<file path="src/rtl/uart_loader.sv">
// UART boot loader: 8N1 receiver packing little-endian 32-bit words into sequential memory writes.
// Optional idle-timeout completion is compiled in with `define UART_IDLE_TIMEOUT_EN.
`ifndef DEFAULT_ROM_DEPTH
`define DEFAULT_ROM_DEPTH 10
`endif

module uart_loader #(
  parameter int ROM_DEPTH    = `DEFAULT_ROM_DEPTH,
  parameter int CLKS_PER_BIT = 868,
  parameter int TIMEOUT_BITS = 64
) (
  input  logic               clk,
  input  logic               rst,
  input  logic               rx,
  input  logic               uart_enable,
  output logic               uart_write_enable,
  output logic [31:0]        uart_data,
  output logic [ROM_DEPTH:0] uart_addr,
  output logic               uart_busy,
  output logic               uart_done,
  output logic               frame_error
);

  localparam int CW = (CLKS_PER_BIT > 2) ? $clog2(CLKS_PER_BIT) : 2;
  localparam logic [CW-1:0] CNT_HALF = CW'(CLKS_PER_BIT / 2 - 1);
  localparam logic [CW-1:0] CNT_FULL = CW'(CLKS_PER_BIT - 1);

  generate
    if (CLKS_PER_BIT < 4 || TIMEOUT_BITS < 1) begin : g_bad_param
      $error("uart_loader: CLKS_PER_BIT must be >= 4 and TIMEOUT_BITS >= 1");
    end
  endgenerate

  typedef enum logic [1:0] {RX_IDLE, RX_START, RX_DATA, RX_STOP} rx_state_e;
  typedef enum logic [1:0] {LD_OFF, LD_LOAD, LD_FINISH, LD_DONE} ld_state_e;

  // ---------------- receiver ----------------
  logic          rx_meta_q, rx_meta_d, rx_sync_q, rx_sync_d, rx_prev_q, rx_prev_d;
  rx_state_e     rx_state_q, rx_state_d;
  logic [CW-1:0] clk_cnt_q, clk_cnt_d;
  logic [2:0]    bit_cnt_q, bit_cnt_d;
  logic [7:0]    shift_q, shift_d;
  logic          byte_valid, stop_bad;

  always_comb begin
    rx_meta_d  = rx;
    rx_sync_d  = rx_meta_q;
    rx_prev_d  = rx_sync_q;
    rx_state_d = rx_state_q;
    clk_cnt_d  = clk_cnt_q;
    bit_cnt_d  = bit_cnt_q;
    shift_d    = shift_q;
    byte_valid = 1'b0;
    stop_bad   = 1'b0;
    case (rx_state_q)
      RX_IDLE: begin
        if (rx_prev_q && !rx_sync_q) begin
          rx_state_d = RX_START;
          clk_cnt_d  = '0;
        end
      end
      RX_START: begin
        if (clk_cnt_q == CNT_HALF) begin
          clk_cnt_d  = '0;
          bit_cnt_d  = '0;
          // A line already back high mid-start-bit was only a glitch.
          rx_state_d = rx_sync_q ? RX_IDLE : RX_DATA;
        end else begin
          clk_cnt_d = clk_cnt_q + CW'(1);
        end
      end
      RX_DATA: begin
        if (clk_cnt_q == CNT_FULL) begin
          clk_cnt_d = '0;
          shift_d   = {rx_sync_q, shift_q[7:1]};
          if (bit_cnt_q == 3'd7) rx_state_d = RX_STOP;
          else                   bit_cnt_d  = bit_cnt_q + 3'd1;
        end else begin
          clk_cnt_d = clk_cnt_q + CW'(1);
        end
      end
      RX_STOP: begin
        if (clk_cnt_q == CNT_FULL) begin
          rx_state_d = RX_IDLE;
          byte_valid = rx_sync_q;
          stop_bad   = !rx_sync_q;
        end else begin
          clk_cnt_d = clk_cnt_q + CW'(1);
        end
      end
      default: rx_state_d = RX_IDLE;
    endcase
  end

  always_ff @(posedge clk or posedge rst) begin
    if (rst) begin
      rx_meta_q  <= 1'b1;
      rx_sync_q  <= 1'b1;
      rx_prev_q  <= 1'b1;
      rx_state_q <= RX_IDLE;
      clk_cnt_q  <= '0;
      bit_cnt_q  <= '0;
      shift_q    <= '0;
    end else begin
      rx_meta_q  <= rx_meta_d;
      rx_sync_q  <= rx_sync_d;
      rx_prev_q  <= rx_prev_d;
      rx_state_q <= rx_state_d;
      clk_cnt_q  <= clk_cnt_d;
      bit_cnt_q  <= bit_cnt_d;
      shift_q    <= shift_d;
    end
  end

  // ---------------- loader ----------------
  ld_state_e      ld_state_q, ld_state_d;
  logic           en_prev_q, en_prev_d;
  logic [ROM_DEPTH:0] addr_q, addr_d;
  logic [1:0]     byte_idx_q, byte_idx_d;
  logic [31:0]    word_q, word_d, word_next;
  logic [31:0]    data_q, data_d;
  logic           we_q, we_d, busy_q, busy_d, done_q, done_d, ferr_q, ferr_d;
`ifdef UART_IDLE_TIMEOUT_EN
  localparam logic [31:0] IDLE_LIMIT = 32'(TIMEOUT_BITS * CLKS_PER_BIT);
  logic           have_byte_q, have_byte_d;
  logic [31:0]    idle_cnt_q, idle_cnt_d;
`endif

  always_comb begin
    ld_state_d = ld_state_q;
    en_prev_d  = uart_enable;
    addr_d     = addr_q;
    byte_idx_d = byte_idx_q;
    word_d     = word_q;
    data_d     = data_q;
    we_d       = 1'b0;
    done_d     = 1'b0;
    ferr_d     = ferr_q | stop_bad;
    word_next  = word_q;
    word_next[{byte_idx_q, 3'b000} +: 8] = shift_q;
`ifdef UART_IDLE_TIMEOUT_EN
    have_byte_d = have_byte_q;
    idle_cnt_d  = idle_cnt_q;
`endif
    case (ld_state_q)
      LD_OFF: begin
        if (uart_enable && !en_prev_q) begin
          ld_state_d = LD_LOAD;
          addr_d     = '0;
          byte_idx_d = '0;
          word_d     = '0;
          ferr_d     = 1'b0;
`ifdef UART_IDLE_TIMEOUT_EN
          have_byte_d = 1'b0;
          idle_cnt_d  = '0;
`endif
        end
      end
      LD_LOAD: begin
        if (!uart_enable) begin
          // Abort: partial word and any byte landing this cycle are dropped.
          ld_state_d = LD_OFF;
        end else if (byte_valid) begin
          byte_idx_d = byte_idx_q + 2'd1;
`ifdef UART_IDLE_TIMEOUT_EN
          have_byte_d = 1'b1;
          idle_cnt_d  = '0;
`endif
          if (byte_idx_q == 2'd3) begin
            we_d   = 1'b1;
            data_d = word_next;
            word_d = '0;
            if (addr_q == '1) ld_state_d = LD_FINISH;
            else              addr_d     = addr_q + 1'b1;
          end else begin
            word_d = word_next;
          end
        end
`ifdef UART_IDLE_TIMEOUT_EN
        else if (have_byte_q) begin
          if (idle_cnt_q == IDLE_LIMIT - 32'd1) begin
            if (byte_idx_q != 2'd0) begin
              we_d       = 1'b1;
              data_d     = word_q;
              word_d     = '0;
              ld_state_d = LD_FINISH;
            end else begin
              done_d     = 1'b1;
              ld_state_d = LD_DONE;
            end
          end else begin
            idle_cnt_d = idle_cnt_q + 32'd1;
          end
        end
`endif
      end
      LD_FINISH: begin
        // One cycle after the final write: pulse done.
        done_d     = 1'b1;
        ld_state_d = LD_DONE;
      end
      LD_DONE: begin
        if (!uart_enable) ld_state_d = LD_OFF;
      end
      default: ld_state_d = LD_OFF;
    endcase
    busy_d = (ld_state_d == LD_LOAD) || (ld_state_d == LD_FINISH);
  end

  always_ff @(posedge clk or posedge rst) begin
    if (rst) begin
      ld_state_q <= LD_OFF;
      en_prev_q  <= 1'b1;
      addr_q     <= '0;
      byte_idx_q <= '0;
      word_q     <= '0;
      data_q     <= '0;
      we_q       <= 1'b0;
      busy_q     <= 1'b0;
      done_q     <= 1'b0;
      ferr_q     <= 1'b0;
`ifdef UART_IDLE_TIMEOUT_EN
      have_byte_q <= 1'b0;
      idle_cnt_q  <= '0;
`endif
    end else begin
      ld_state_q <= ld_state_d;
      en_prev_q  <= en_prev_d;
      addr_q     <= addr_d;
      byte_idx_q <= byte_idx_d;
      word_q     <= word_d;
      data_q     <= data_d;
      we_q       <= we_d;
      busy_q     <= busy_d;
      done_q     <= done_d;
      ferr_q     <= ferr_d;
`ifdef UART_IDLE_TIMEOUT_EN
      have_byte_q <= have_byte_d;
      idle_cnt_q  <= idle_cnt_d;
`endif
    end
  end

  // The address register advances after each strobe, so the presented address is latched with the data.
  logic [ROM_DEPTH:0] out_addr_q, out_addr_d;
  always_comb begin
    out_addr_d = out_addr_q;
    if (we_d) out_addr_d = addr_q;
  end
  always_ff @(posedge clk or posedge rst) begin
    if (rst) out_addr_q <= '0;
    else     out_addr_q <= out_addr_d;
  end

  assign uart_write_enable = we_q;
  assign uart_data         = data_q;
  assign uart_addr         = out_addr_q;
  assign uart_busy         = busy_q;
  assign uart_done         = done_q;
  assign frame_error       = ferr_q;

endmodule

</file>
<file path="config.mk">
export PLATFORM = sky130hd
export DESIGN_NAME = uart_loader
export DESIGN_NICKNAME = d
export VERILOG_FILES = /design/src/rtl/uart_loader.sv
export SDC_FILE = /design/constraint.sdc
export NUM_CORES = 1
export LEC_CHECK = 0
export CAP_MARGIN = 10
export CORE_UTILIZATION = 40
export DETAILED_ROUTE_END_ITERATION = 8
export GPL_TIMING_DRIVEN = 0
export SYNTH_ARGS = -nofsm -noshare
export SYNTH_HDL_FRONTEND = slang
export SYNTH_SLANG_ARGS = --single-unit
</file>
<file path="constraint.sdc">
create_clock -name clk -period 5.1 [get_ports clk]
set_clock_uncertainty 0.2 [all_clocks]
set_input_delay 1.02 -clock clk [delete_from_list [all_inputs] [get_ports clk]]
set_output_delay 1.02 -clock clk [all_outputs]
set_load 0.005 [all_outputs]
</file>
Word level (Yosys, flattened, before mapping)
Index checks and enable logic that the tools add are counted.

storage, ports and cells
  register bits = 121
  bits of input ports = 4
  output and inout port bits = 47
  logic and storage cells = 117

cells by class
  $add $sub $neg = 5
  equality and inequality tests = 25
  shift operators = 2
  multiplexer cells = 50
  bitwise logic cells = 1
  reduce and logical (&&, ||, !) cells = 16

operators by type and width
  operator                                               count
  two-way mux 32 bit                                     4
  case mux 32 bit (2 select lines)                       1
  two-way mux 11 bit                                     5
  two-way mux 10 bit                                     4
  case mux 10 bit (4 select lines)                       1
  bitwise mux 32 bit                                     1
  variable shift 8 x 7 -> 32 bit (first input constant)  1
  variable part select 8 x 7 -> 32 bit                   1
  two-way mux 2 bit                                      15
  inequality test 2 bit (second input constant)          12
  case mux 11 bit (2 select lines)                       1
  case mux 2 bit (4 select lines)                        2
  equality test 2 bit (second input constant)            6
  AND reduction 4 bit                                    3
  adder 11 x 1 -> 11 bit (second input constant)         1
  equality test 11 bit (second input constant)           1
  two-way mux 1 bit                                      11
  adder 10 x 1 -> 10 bit (second input constant)         1
  equality test 10 bit (second input constant)           1
  equality test 10 x 9 -> 1 bit (second input constant)  1
  two-way mux 3 bit                                      3
  negator 5 -> 7 bit                                     1
  equality test 2 x 1 -> 1 bit (second input constant)   3
  case mux 3 bit (2 select lines)                        1
  other kinds (13)                                       18

Logic depth before layout (Yosys ltp)
Gate-level depths: netlist of the first run.

  word-level depth = 8
  gate-level depth with buffers = 8

Worst setup path after synthesis of the first run
OpenSTA, ideal clock, no wires.

  kind = in2reg
  start = in uart_enable
  end = reg addr_q[2]
  setup time = 0.120 ns
  arrival = 2.409 ns
  data required time = 4.780 ns
  path slack = 2.371 ns
  cell stages on the path = 6
  buffers on the path = 1
  path through = nand4_1 or4_1 buf_4 a211oi_2 a21oi_1 a31o_1

on the way
  longest elaborated chain between the ends = 3
  elaborated cells between the ends (all ways) = 4
  those cells by class = 2 x eq/ne; 2 x reduce/logical

RTL lines
  element                                   line  text
  start, declared                           15    input logic uart_enable,
  logical AND 1 bit                         147   if (uart_enable && !en_prev_q) begin
  inequality test 2 bit (no source line)    -
  AND reduction 6 bit (no source line) (*)  -
  end signal, assigned                      229   addr_q <= addr_d;
  end, declared                             118   logic [ROM_DEPTH:0] addr_q, addr_d;

Every way passes the cells marked *; elsewhere a longest branch is shown, timed or not.
A chain may end at the register's enable or synchronous reset.

Final worst setup path of the first run
  start = in uart_enable
  end = reg data_q[6], in the netlist uart_data[6]

on the way
  longest elaborated chain between the ends = 1

RTL lines
  element                               line  text
  AND reduction 4 bit (no source line)  -
  end signal, assigned                  232   data_q <= data_d;
  end, declared                         121   logic [31:0] data_q, data_d;

No other way between the ends.

==> metrics.txt, run 1 <==
# TYPE chip_impl_metric gauge
chip_impl_info{name="run_status",value="complete, no violations"} 1
chip_impl_metric{name="yosys_warnings",unit=""} 0
chip_impl_metric{name="clock_tree.buffer_depth",unit=""} 2
chip_impl_metric{name="hold_viol",unit=""} 0
chip_impl_metric{name="drt_iter0_drc",unit=""} 219
chip_impl_info{name="netlist_top_cells_area",value="dfrtp_1, nor2_1, a22o_1"} 1
chip_impl_metric{name="ir_drop",unit="mV"} 0.245
chip_impl_info{name="ys_dominant_reg_cell",value="dfrtp_1"} 1
chip_impl_metric{name="cts_buffer_count",unit=""} 17
chip_impl_metric{name="std_cell_rows",unit=""} 40
chip_impl_metric{name="routed_wirelength",unit="um"} 11900
chip_impl_metric{name="antenna_cells",unit=""} 0
chip_impl_metric{name="mappedNetlistNets",unit=""} 509
chip_impl_metric{name="first_pass_iters",unit=""} 4
chip_impl_metric{name="core_area",unit="mm2"} 0.0122
chip_impl_metric{name="max_freq",unit="GHz"} 0.282
chip_impl_metric{name="worst_slack_on_hold_paths",unit="ns"} 0.154
chip_impl_metric{name="syn2layout_area_growth",unit="%"} 26.8
chip_impl_metric{name="yosysSeqAreaShare",unit="%"} 55.5
chip_impl_metric{name="cts_hold_repair.buffers",unit=""} 0
chip_impl_metric{name="synthDistinctLibCells",unit=""} 56
chip_impl_metric{name="post_drt_via_cell_ratio",unit=""} 5.35
chip_impl_metric{name="post-route-drc-count",unit=""} 0
chip_impl_metric{name="first_global_vias",unit=""} 3874
chip_impl_metric{name="postPlaceCellArea",unit="mm2"} 0.00585
chip_impl_metric{name="ctsResizeCount",unit=""} 0
chip_impl_info{name="hold_path.class",value="register to register"} 1
chip_impl_metric{name="ys_seq_elements",unit=""} 113
chip_impl_metric{name="max_slew_margin",unit="%"} 26.2
chip_impl_metric{name="final_layout_size_suffix_gt1_share",unit="%"} 11.1
chip_impl_metric{name="final-max-slew-violation-count",unit=""} 0
chip_impl_metric{name="max_cap_viol_count",unit=""} 0
chip_impl_info{name="synth.largest_area_cell",value="dfrtp_1"} 1
chip_impl_metric{name="fin_total_pwr",unit="mW"} 2.34
chip_impl_info{name="worst_setup_path_end_kind",value="register"} 1
chip_impl_metric{name="antenna_violations_before_repair",unit=""} 0
chip_impl_metric{name="first_pass_grt_wire_length",unit="um"} 20000
chip_impl_metric{name="setup_slack_after_placement",unit="ns"} 1.18
chip_impl_metric{name="numPlacedInstances",unit=""} 715
chip_impl_metric{name="synth_edf_count",unit=""} 0
chip_impl_metric{name="die_h",unit="um"} 115
chip_impl_metric{name="die_w",unit="um"} 115
chip_impl_info{name="tritoncts",value="built"} 1
chip_impl_metric{name="initial_utilization",unit="%"} 41.8
chip_impl_metric{name="synth_area_per_cell",unit="um2"} 10.3
chip_impl_metric{name="globalRouteTotalUtil",unit="%"} 19.9
chip_impl_metric{name="synth_top_area_share",unit="%"} 53.4
chip_impl_metric{name="worst_setup_hold_path_clk_slew",unit="ns"} 0.05
chip_impl_info{name="critical_path_class",value="input port to register"} 1
chip_impl_metric{name="via_count",unit=""} 3996
chip_impl_metric{name="placed_wire_length_estimate_after_detailed_placement",unit="um"} 8040
chip_impl_metric{name="post-cts-setup-buffer-count",unit=""} 0
chip_impl_metric{name="maximum_net_fanout_on_the_critical_path",unit=""} 10
chip_impl_metric{name="total_leakage_power",unit="nW"} 2.91
chip_impl_metric{name="final-instance-count-excl-fill",unit=""} 747
chip_impl_metric{name="fin_nets",unit=""} 580
chip_impl_metric{name="die-area",unit="mm2"} 0.0132
chip_impl_info{name="rsz0062_at_grt",value="false"} 1
chip_impl_metric{name="drt.antenna.violating_nets",unit=""} 0
chip_impl_metric{name="io-pin-count",unit=""} 51
chip_impl_metric{name="setup_violations",unit=""} 0
chip_impl_metric{name="clock_sink_count",unit=""} 113
chip_impl_metric{name="synth_async_sr_flop_share",unit="%"} 100
chip_impl_metric{name="post-route-worst-setup-slack",unit="ns"} 1.55
chip_impl_metric{name="clk_latency",unit="ns"} 0.42
chip_impl_info{name="start_kind",value="input port"} 1
chip_impl_metric{name="gp_routability_congestion",unit=""} 0.807
chip_impl_metric{name="tightestPinTransition",unit="ns"} 1.10
chip_impl_metric{name="routed_wl_per_cell",unit="um"} 15.9
chip_impl_metric{name="port-buffer-count",unit=""} 50
chip_impl_metric{name="htreeDepth",unit=""} 4
chip_impl_metric{name="post_route_cell_area",unit="mm2"} 0.00647
chip_impl_info{name="clock_tree.root_cell",value="clkbuf_16"} 1
chip_impl_metric{name="residual_overflow_from_global_routing",unit=""} 0
chip_impl_metric{name="timing.critical_path.arrival",unit="ns"} 3.64
chip_impl_metric{name="post_synth_inst_count",unit=""} 495
chip_impl_metric{name="timing.final.crit_share",unit="%"} 69.7
chip_impl_metric{name="synthesis.area",unit="mm2"} 0.00510
chip_impl_metric{name="grt_max_degree",unit=""} 59
chip_impl_metric{name="final_period_minus_worst_setup_slack",unit="ns"} 3.55
chip_impl_metric{name="power.density_cell_area",unit="mW/mm2"} 361
chip_impl_metric{name="worst-endpoint-required",unit="ns"} 5.19
==> critical path, stage by stage <==
cell and delay [ns]:
clkdlybuf4s50_1 0.62, nand4_1 0.18, nor4_1 0.68, nand3_1 0.36, clkbuf_1 0.34, a221oi_1 0.34, nor2_1 0.08
==> area by class of cell <==
class	instances	area [um2]
clock buffers	21	460
inverters	14	55.1
multi-input cells	341	2110
clock inverters	11	160
plain buffers	27	110
repair buffers	52	533
well taps	168	210
flip-flops and latches	113	2830
fillers	1136	5740
==> report_power, final <==
part | leakage [nW] | internal [mW] | switching, mW | total, mW
clock network | 0.303 | 0.836 | 0.396 | 1.23
logic | 1.06 | 0.0546 | 0.0777 | 0.132
registers | 1.55 | 0.929 | 0.0416 | 0.971
==> per-stage QoR <==
step	utilization (%)	setup TNS, ns
after global placement	47.6	-75.66
after detailed placement	47.9	0
after floorplan	-	0
after global routing	53.0	0
after CTS	53.0	0
final	53.0	0
==> worst paths after layout <==
check | start | endpoint | slack (ns) | depth (start not counted)
max | uart_enable | uart_data[6] | 1.55 | 7
min | rx_meta_q | rx_prev_d | 0.15 | 0
max reg2reg | clk_cnt_q[2] | uart_data[6] | 2.04 | 6
min reg2reg | rx_meta_q | rx_prev_d | 0.15 | 0
max in group asynchronous | rst | clk_cnt_q[2] | 3.09 | 3
min in group asynchronous | rst | uart_data[22] | 0.88 | 2
==> kinds of logic after synthesis <==
group                    share of synthesized area (%)
AND/OR/NAND/NOR                                   18.7
flip-flops                                        55.5
AO/OA/AOI/OAI                                     15.9
buffers and inverters                             3.19
XOR/XNOR                                          2.23
adder cells (fa/ha/maj)                           2.45
multiplexers                                      1.96
==> placed cells by master (no fill, tap or decap), types with 3 or more instances in the layout <==
master,instances
nand2b_1,5
and3_1,4
a221oi_1,24
mux2_2,8
a21oi_1,6
dfrtp_1,109
a22o_1,28
ha_1,10
o21ai_1,14
xnor2_1,10
clkinv_2,5
buf_1,9
nand2_1,62
clkdlybuf4s50_1,50
nor2_1,77
xor2_1,3
nand3_1,22
clkbuf_16,17
a31oi_1,3
o21ai_0,4
buf_2,5
nor2b_1,4
nor4_1,3
clkbuf_1,15
dfstp_2,4
bufinv_16,4
nand4_1,5
a2111oi_2,5
nor3_1,7
inv_1,12
==> cells in the mapped netlist (2+ instances only) <==
library cell / n
a2111oi_2: 5
inv_1: 13
xnor2_1: 10
dfstp_2: 4
o21ai_1: 14
mux2_2: 8
o22ai_1: 2
buf_1: 9
xor2_1: 3
and3b_1: 2
clkbuf_1: 13
a211o_1: 2
buf_2: 4
nand2b_1: 5
a31oi_1: 3
and3_1: 4
a211oi_2: 2
o21ai_0: 4
o31ai_1: 2
nor2_1: 77
or2_2: 2
a221oi_1: 24
nor4_1: 3
a21o_1: 2
nand4_1: 5
nand3b_1: 2
a21oi_1: 6
a22o_1: 28
nor3_1: 7
ha_1: 10
dfrtp_1: 109
nand3_1: 22
and2_1: 2
nand2_1: 62
nor2b_1: 4
==> metal layers <==
| metal | part of all wire [%] | global-route usage (%) |
|---|---|---|
| met2 | 48 | 31.2 |
| met5 | 0 | 0 |
| met4 | 1.2 | 7.62 |
| met1 | 47 | 26.2 |
| met3 | 4.0 | 5.75 |
==> registers in the layout, indices dropped and copies added, names as in the netlist, 2 cells and up, named ones only <==
| name | flops |
|---|---|
| addr_q | 11 |
| bit_cnt_q | 3 |
| byte_idx_q | 2 |
| clk_cnt_q | 10 |
| ld_state_q | 2 |
| shift_q | 8 |
| uart_addr | 11 |
| uart_data | 32 |
| word_q | 24 |
Note: power is estimated with default switching activity, not from simulation.
==> run 2, diff against run 1 <==
==> constraint.sdc (replaced) <==
create_clock -name clk -period 2.9 [get_ports clk]
set_clock_uncertainty 0.2 [all_clocks]
set_input_delay 0.58 -clock clk [delete_from_list [all_inputs] [get_ports clk]]
set_output_delay 0.58 -clock clk [all_outputs]
set_load 0.005 [all_outputs]
==> metrics.txt, run 2 (same netlist as run 1, synthesis figures left out) <==
# TYPE chip_impl_metric gauge
chip_impl_info{name="run_status",value="complete, no violations"} 1
chip_impl_metric{name="drt.antenna.violating_nets",unit=""} 0
chip_impl_metric{name="setup_violations",unit=""} 0
chip_impl_metric{name="cts_hold_repair.buffers",unit=""} 0
chip_impl_info{name="clock_tree.root_cell",value="clkbuf_16"} 1
chip_impl_info{name="most_used_cells_in_the_layout_excluding_fill_and_tap_cells",value="dfrtp_1, nor2_1, nand2_1"} 1
chip_impl_metric{name="final_core_utilization",unit="%"} 53.2
chip_impl_metric{name="first_pass_iters",unit=""} 4
chip_impl_metric{name="post-cts-setup-buffer-count",unit=""} 0
chip_impl_metric{name="post_route_cell_area",unit="mm2"} 0.00650
chip_impl_metric{name="setup_slack_after_placement",unit="ns"} -0.549
chip_impl_info{name="worst_setup_path_end_kind",value="register"} 1
chip_impl_metric{name="timing.final.crit_share",unit="%"} 97.4
chip_impl_metric{name="post_drt_via_cell_ratio",unit=""} 5.34
chip_impl_info{name="start_kind",value="input port"} 1
chip_impl_metric{name="power.density_cell_area",unit="mW/mm2"} 598
chip_impl_metric{name="timing.critical_path.arrival",unit="ns"} 2.92
chip_impl_metric{name="die_w",unit="um"} 115
chip_impl_metric{name="antenna_cells",unit=""} 0
chip_impl_metric{name="worst_setup_hold_path_clk_slew",unit="ns"} 0.05
chip_impl_metric{name="routed_wirelength",unit="um"} 11900
chip_impl_metric{name="port-buffer-count",unit=""} 50
chip_impl_metric{name="gp_routability_congestion",unit=""} 0.824
chip_impl_metric{name="fin_total_pwr",unit="mW"} 3.88
chip_impl_metric{name="die-area",unit="mm2"} 0.0132
chip_impl_metric{name="placed_wire_length_estimate_after_detailed_placement",unit="um"} 8260
chip_impl_metric{name="final_period_minus_worst_setup_slack",unit="ns"} 2.83
chip_impl_info{name="most_common_library_cell_in_the_layout_ignoring_fill_and_taps",value="dfrtp_1"} 1
chip_impl_metric{name="worst-endpoint-required",unit="ns"} 2.99
chip_impl_metric{name="std_cell_rows",unit=""} 40
chip_impl_metric{name="max_freq",unit="GHz"} 0.354
chip_impl_metric{name="numPlacedInstances",unit=""} 718
chip_impl_info{name="worst_r2r_startpoint",value="clk_cnt_q[2]"} 1
chip_impl_info{name="startpoint",value="uart_enable"} 1
chip_impl_metric{name="first_global_vias",unit=""} 3998
chip_impl_metric{name="post-route-drc-count",unit=""} 0
chip_impl_metric{name="hold_viol",unit=""} 0
chip_impl_metric{name="final-max-slew-violation-count",unit=""} 0
chip_impl_metric{name="clock_sink_count",unit=""} 113
chip_impl_metric{name="globalRouteTotalUtil",unit="%"} 20.0
chip_impl_metric{name="max_cap_viol_count",unit=""} 0
chip_impl_metric{name="grt_max_degree",unit=""} 44
chip_impl_metric{name="cts_buffer_count",unit=""} 17
chip_impl_metric{name="syn2layout_area_growth",unit="%"} 27.4
chip_impl_metric{name="drt_iter0_drc",unit=""} 253
chip_impl_metric{name="total_leakage_power",unit="nW"} 2.93
chip_impl_metric{name="antenna_violations_before_repair",unit=""} 0
chip_impl_metric{name="ir_drop",unit="mV"} 0.422
chip_impl_metric{name="die_h",unit="um"} 115
chip_impl_metric{name="residual_overflow_from_global_routing",unit=""} 0
chip_impl_metric{name="clock_tree.buffer_depth",unit=""} 2
chip_impl_metric{name="tightestPinTransition",unit="ns"} 1.07
chip_impl_metric{name="htreeDepth",unit=""} 4
chip_impl_metric{name="grt_use_met1",unit="%"} 26.1
chip_impl_metric{name="via_count",unit=""} 3998
chip_impl_info{name="critical_path_class",value="input port to register"} 1
chip_impl_metric{name="max_slew_margin",unit="%"} 28.0
chip_impl_metric{name="maximum_net_fanout_on_the_critical_path",unit=""} 9
chip_impl_metric{name="fin_nets",unit=""} 583
chip_impl_metric{name="postPlaceCellArea",unit="mm2"} 0.00591
chip_impl_metric{name="final-instance-count-excl-fill",unit=""} 748
chip_impl_metric{name="final.setup.tns",unit="ns"} 0
chip_impl_metric{name="final_layout_size_suffix_gt1_share",unit="%"} 12.2
chip_impl_metric{name="clk_latency",unit="ns"} 0.41
chip_impl_metric{name="initial_utilization",unit="%"} 41.8
chip_impl_metric{name="core_area",unit="mm2"} 0.0122
chip_impl_metric{name="grtUsageMet3",unit="%"} 5.85
chip_impl_metric{name="grt_util_met2",unit="%"} 31.8
chip_impl_metric{name="worst_slack_on_hold_paths",unit="ns"} 0.154
chip_impl_info{name="rsz0062_at_grt",value="true"} 1
chip_impl_metric{name="io-pin-count",unit=""} 51
chip_impl_info{name="tritoncts",value="built"} 1
chip_impl_metric{name="ctsResizeCount",unit=""} 1
chip_impl_metric{name="first_pass_grt_wire_length",unit="um"} 20200
chip_impl_info{name="hold_path.class",value="register to register"} 1
chip_impl_info{name="holdCritStartpoint",value="rx_meta_q"} 1
chip_impl_info{name="grt_most_used_layer",value="met2"} 1
chip_impl_metric{name="number_of_flip_flops_in_the_largest_register",unit=""} 32
chip_impl_metric{name="post-route-worst-setup-slack",unit="ns"} 0.0745
chip_impl_metric{name="routed_wl_per_cell",unit="um"} 15.9
[run 2: cell types whose count changed in the layout (fill, tap and decap cells not counted), moves of 2 or more]
cell	delta
buf_12	+3
bufinv_16	-3
clkbuf_8	+3
clkbuf_1	-2
clkbuf_2	+2
[run 2: worst max-delay path: stages]
cell             delay (ns)
clkdlybuf4s50_1        0.60
nand4_1                0.22
or4_1                  0.51
buf_4                  0.20
o21ai_2                0.26
o21ai_1                0.28
a22o_1                 0.26
[run 2: final timing paths]
kind / endpoint / slack [ns] / cells past startpoint
hold reg to reg: rx_prev_d / 0.15 / 0
hold / removal: rx_prev_d / 0.15 / 0
min in group asynchronous: uart_data[19] / 0.38 / 3
max in group asynchronous: clk_cnt_q[7] / 1.32 / 6
setup / recovery: word_q[0] / 0.07 / 7
setup reg to reg: word_q[0] / 0.14 / 6
[run 2: final cells by class]
class                      count  area (um2)
clock inverter                 6        55.1
tap                          168         210
clock buffer                  24         502
timing repair buffer          55         593
multi-input combinational    341        2140
fill                        1167        5710
inverter                      14        56.3
buffer                        27         113
sequential                   113        2830
[run 2: routing by layer]
metal	wire length [um]	share of wire (%)
met5	0	0
met4	106	0.89
met3	513	4.3
met2	5770	48
met1	5520	46
[run 2: power breakdown]
group / internal (mW) / switching (mW)
Sequential: 1.63 / 0.0737
Combinational: 0.105 / 0.137
Clock: 1.27 / 0.663
==> run 3, diff against run 2 <==
--- a/config.mk
+++ b/config.mk
@@ -9,6 +9,7 @@
 export CORE_UTILIZATION = 40
 export DETAILED_ROUTE_END_ITERATION = 8
 export GPL_TIMING_DRIVEN = 0
+export SLEW_MARGIN = 20
 export SYNTH_ARGS = -nofsm -noshare
 export SYNTH_HDL_FRONTEND = slang
 export SYNTH_SLANG_ARGS = --single-unit
==> metrics.txt, run 3 (same netlist as run 1, synthesis figures left out) <==
# TYPE chip_impl_metric gauge
chip_impl_info{name="hold_path.class",value="register to register"} 1
chip_impl_info{name="clock_tree.root_cell",value="clkbuf_16"} 1
chip_impl_metric{name="die_h",unit="um"} 115
chip_impl_metric{name="post-cts-setup-buffer-count",unit=""} 0
chip_impl_metric{name="fin_nets",unit=""} 582
chip_impl_metric{name="syn2layout_area_growth",unit="%"} 27.6
chip_impl_info{name="tritoncts",value="built"} 1
chip_impl_metric{name="antenna_cells",unit=""} 0
chip_impl_metric{name="first_global_vias",unit=""} 3989
chip_impl_metric{name="via_count",unit=""} 4007
chip_impl_metric{name="clock_tree.buffer_depth",unit=""} 2
chip_impl_metric{name="hold_viol",unit=""} 0
chip_impl_info{name="most_used_cells_in_the_layout_excluding_fill_and_tap_cells",value="dfrtp_1, nor2_1, nand2_1"} 1
chip_impl_metric{name="port-buffer-count",unit=""} 50
chip_impl_metric{name="final_layout_size_suffix_gt1_share",unit="%"} 11.9
chip_impl_metric{name="tightestPinTransition",unit="ns"} 1.09
chip_impl_metric{name="reg2reg_slack",unit="ns"} 0.02
chip_impl_metric{name="first_pass_grt_wire_length",unit="um"} 20200
chip_impl_metric{name="htreeDepth",unit=""} 4
chip_impl_metric{name="routed_wl_per_cell",unit="um"} 15.9
chip_impl_info{name="critical_path_class",value="register to register"} 1
chip_impl_metric{name="post_drt_via_cell_ratio",unit=""} 5.37
chip_impl_metric{name="cts_buffer_count",unit=""} 17
chip_impl_metric{name="post-route-drc-count",unit=""} 0
chip_impl_metric{name="fin_total_pwr",unit="mW"} 3.98
chip_impl_metric{name="max_freq",unit="GHz"} 0.347
chip_impl_metric{name="cp.buffers_inverters",unit=""} 3
chip_impl_metric{name="drt.antenna.violating_nets",unit=""} 0
chip_impl_metric{name="residual_overflow_from_global_routing",unit=""} 0
chip_impl_metric{name="routed_wirelength",unit="um"} 11800
chip_impl_metric{name="first_pass_iters",unit=""} 6
chip_impl_info{name="run_status",value="complete, no violations"} 1
chip_impl_metric{name="globalRouteTotalUtil",unit="%"} 20.1
chip_impl_info{name="cp_cell_sequence",value="inv_1 > ha_1 > clkinv_1 > nor4b_2 > nor2b_1 > clkbuf_1 > a22o_1"} 1
chip_impl_metric{name="io-pin-count",unit=""} 51
chip_impl_metric{name="die_w",unit="um"} 115
chip_impl_metric{name="cts_hold_repair.buffers",unit=""} 0
chip_impl_metric{name="clk_latency",unit="ns"} 0.42
chip_impl_metric{name="worst-endpoint-required",unit="ns"} 3.05
chip_impl_metric{name="setup_violations",unit=""} 0
chip_impl_metric{name="drt_iter0_drc",unit=""} 236
chip_impl_metric{name="clock_sink_count",unit=""} 113
chip_impl_metric{name="final-instance-count-excl-fill",unit=""} 746
chip_impl_metric{name="grt_max_degree",unit=""} 27
chip_impl_metric{name="power.density_cell_area",unit="mW/mm2"} 611
chip_impl_info{name="worst_setup_path_end_kind",value="register"} 1
chip_impl_metric{name="timing.critical_path.arrival",unit="ns"} 3.03
chip_impl_metric{name="std_cell_rows",unit=""} 40
chip_impl_info{name="cpMaxStageDelayCell",value="nor4b_2"} 1
chip_impl_info{name="critical_path.top_delay_family",value="simple AND/OR/NAND/NOR gates"} 1
chip_impl_metric{name="gp_routability_congestion",unit=""} 0.824
chip_impl_info{name="rsz0062_at_grt",value="true"} 1
chip_impl_metric{name="worst_setup_hold_path_clk_slew",unit="ns"} 0.05
chip_impl_metric{name="number_of_flip_flops_in_the_largest_register",unit=""} 32
chip_impl_metric{name="placed_wire_length_estimate_after_detailed_placement",unit="um"} 8230
chip_impl_metric{name="total_leakage_power",unit="nW"} 2.94
chip_impl_metric{name="antenna_violations_before_repair",unit=""} 0
chip_impl_metric{name="timing.final.crit_share",unit="%"} 99.5
chip_impl_metric{name="die-area",unit="mm2"} 0.0132
chip_impl_metric{name="core_area",unit="mm2"} 0.0122
chip_impl_metric{name="max_slew_margin",unit="%"} 26.8
chip_impl_metric{name="final_period_minus_worst_setup_slack",unit="ns"} 2.88
chip_impl_metric{name="numPlacedInstances",unit=""} 717
chip_impl_metric{name="initial_utilization",unit="%"} 41.8
chip_impl_metric{name="ctsResizeCount",unit=""} 1
chip_impl_metric{name="final-max-slew-violation-count",unit=""} 0
chip_impl_metric{name="maximum_net_fanout_on_the_critical_path",unit=""} 9
chip_impl_info{name="most_common_library_cell_in_the_layout_ignoring_fill_and_taps",value="dfrtp_1"} 1
chip_impl_metric{name="max_cap_viol_count",unit=""} 0
chip_impl_metric{name="ir_drop",unit="mV"} 0.407
chip_impl_info{name="start_kind",value="register"} 1
chip_impl_metric{name="slowest_delay",unit="ns"} 0.75
==> run 3: cell types whose count changed in the layout (fill, tap and decap cells not counted), sizes merged <==
cell and change:
clkinv -1, bufinv +1, buf -1, clkbuf -1
==> run 3: per-layer routing <==
layer  vias up  part of all wire [%]  global-route usage (%)
met5         -                     0                       0
met1      1987                    46                    26.7
met4         0                   1.8                    7.79
met2        92                    48                    31.5
met3        18                   3.6                    5.32
li1       1910                     -                       -
==> run 3: final timing paths <==
kind / start / end / depth (start not counted)
max in group asynchronous: rst / clk_cnt_q[7] / 6
setup / recovery: byte_idx_q[0] / word_q[20] / 7
hold reg to reg: rx_meta_q / rx_prev_d / 0
hold / removal: rx_meta_q / rx_prev_d / 0
min in group asynchronous: rst / uart_data[20] / 2
setup reg to reg: byte_idx_q[0] / word_q[20] / 7
==> run 3: per-stage QoR <==
step	hold slack, ns	area [um2]	worst slack, ns	TNS [ns]	util, %
global placement	0.145	5820	-0.489	-59.69	47.6
detailed placement	0.147	5910	-0.550	-27.98	48.4
global route	0.160	6510	-0.231	-3.20	53.3
floorplan	0.145	5110	0.272	0	-
CTS	0.154	6500	0.0289	0	53.2
finish	0.154	6510	0.0150	0	53.3
==> run 3: final cells by class <==
cell class	instances	area, um2
fill	1135	5700
sequential	113	2830
multi-input combinational	341	2130
timing repair buffer	54	588
clock buffer	23	498
tap	168	210
buffer	27	113
clock inverter	6	80.1
inverter	14	56.3
==> run 3: where the power goes <==
part	internal (mW)	switching [mW]
sequential	1.63	0.0752
combinational	0.105	0.139
clock	1.35	0.669
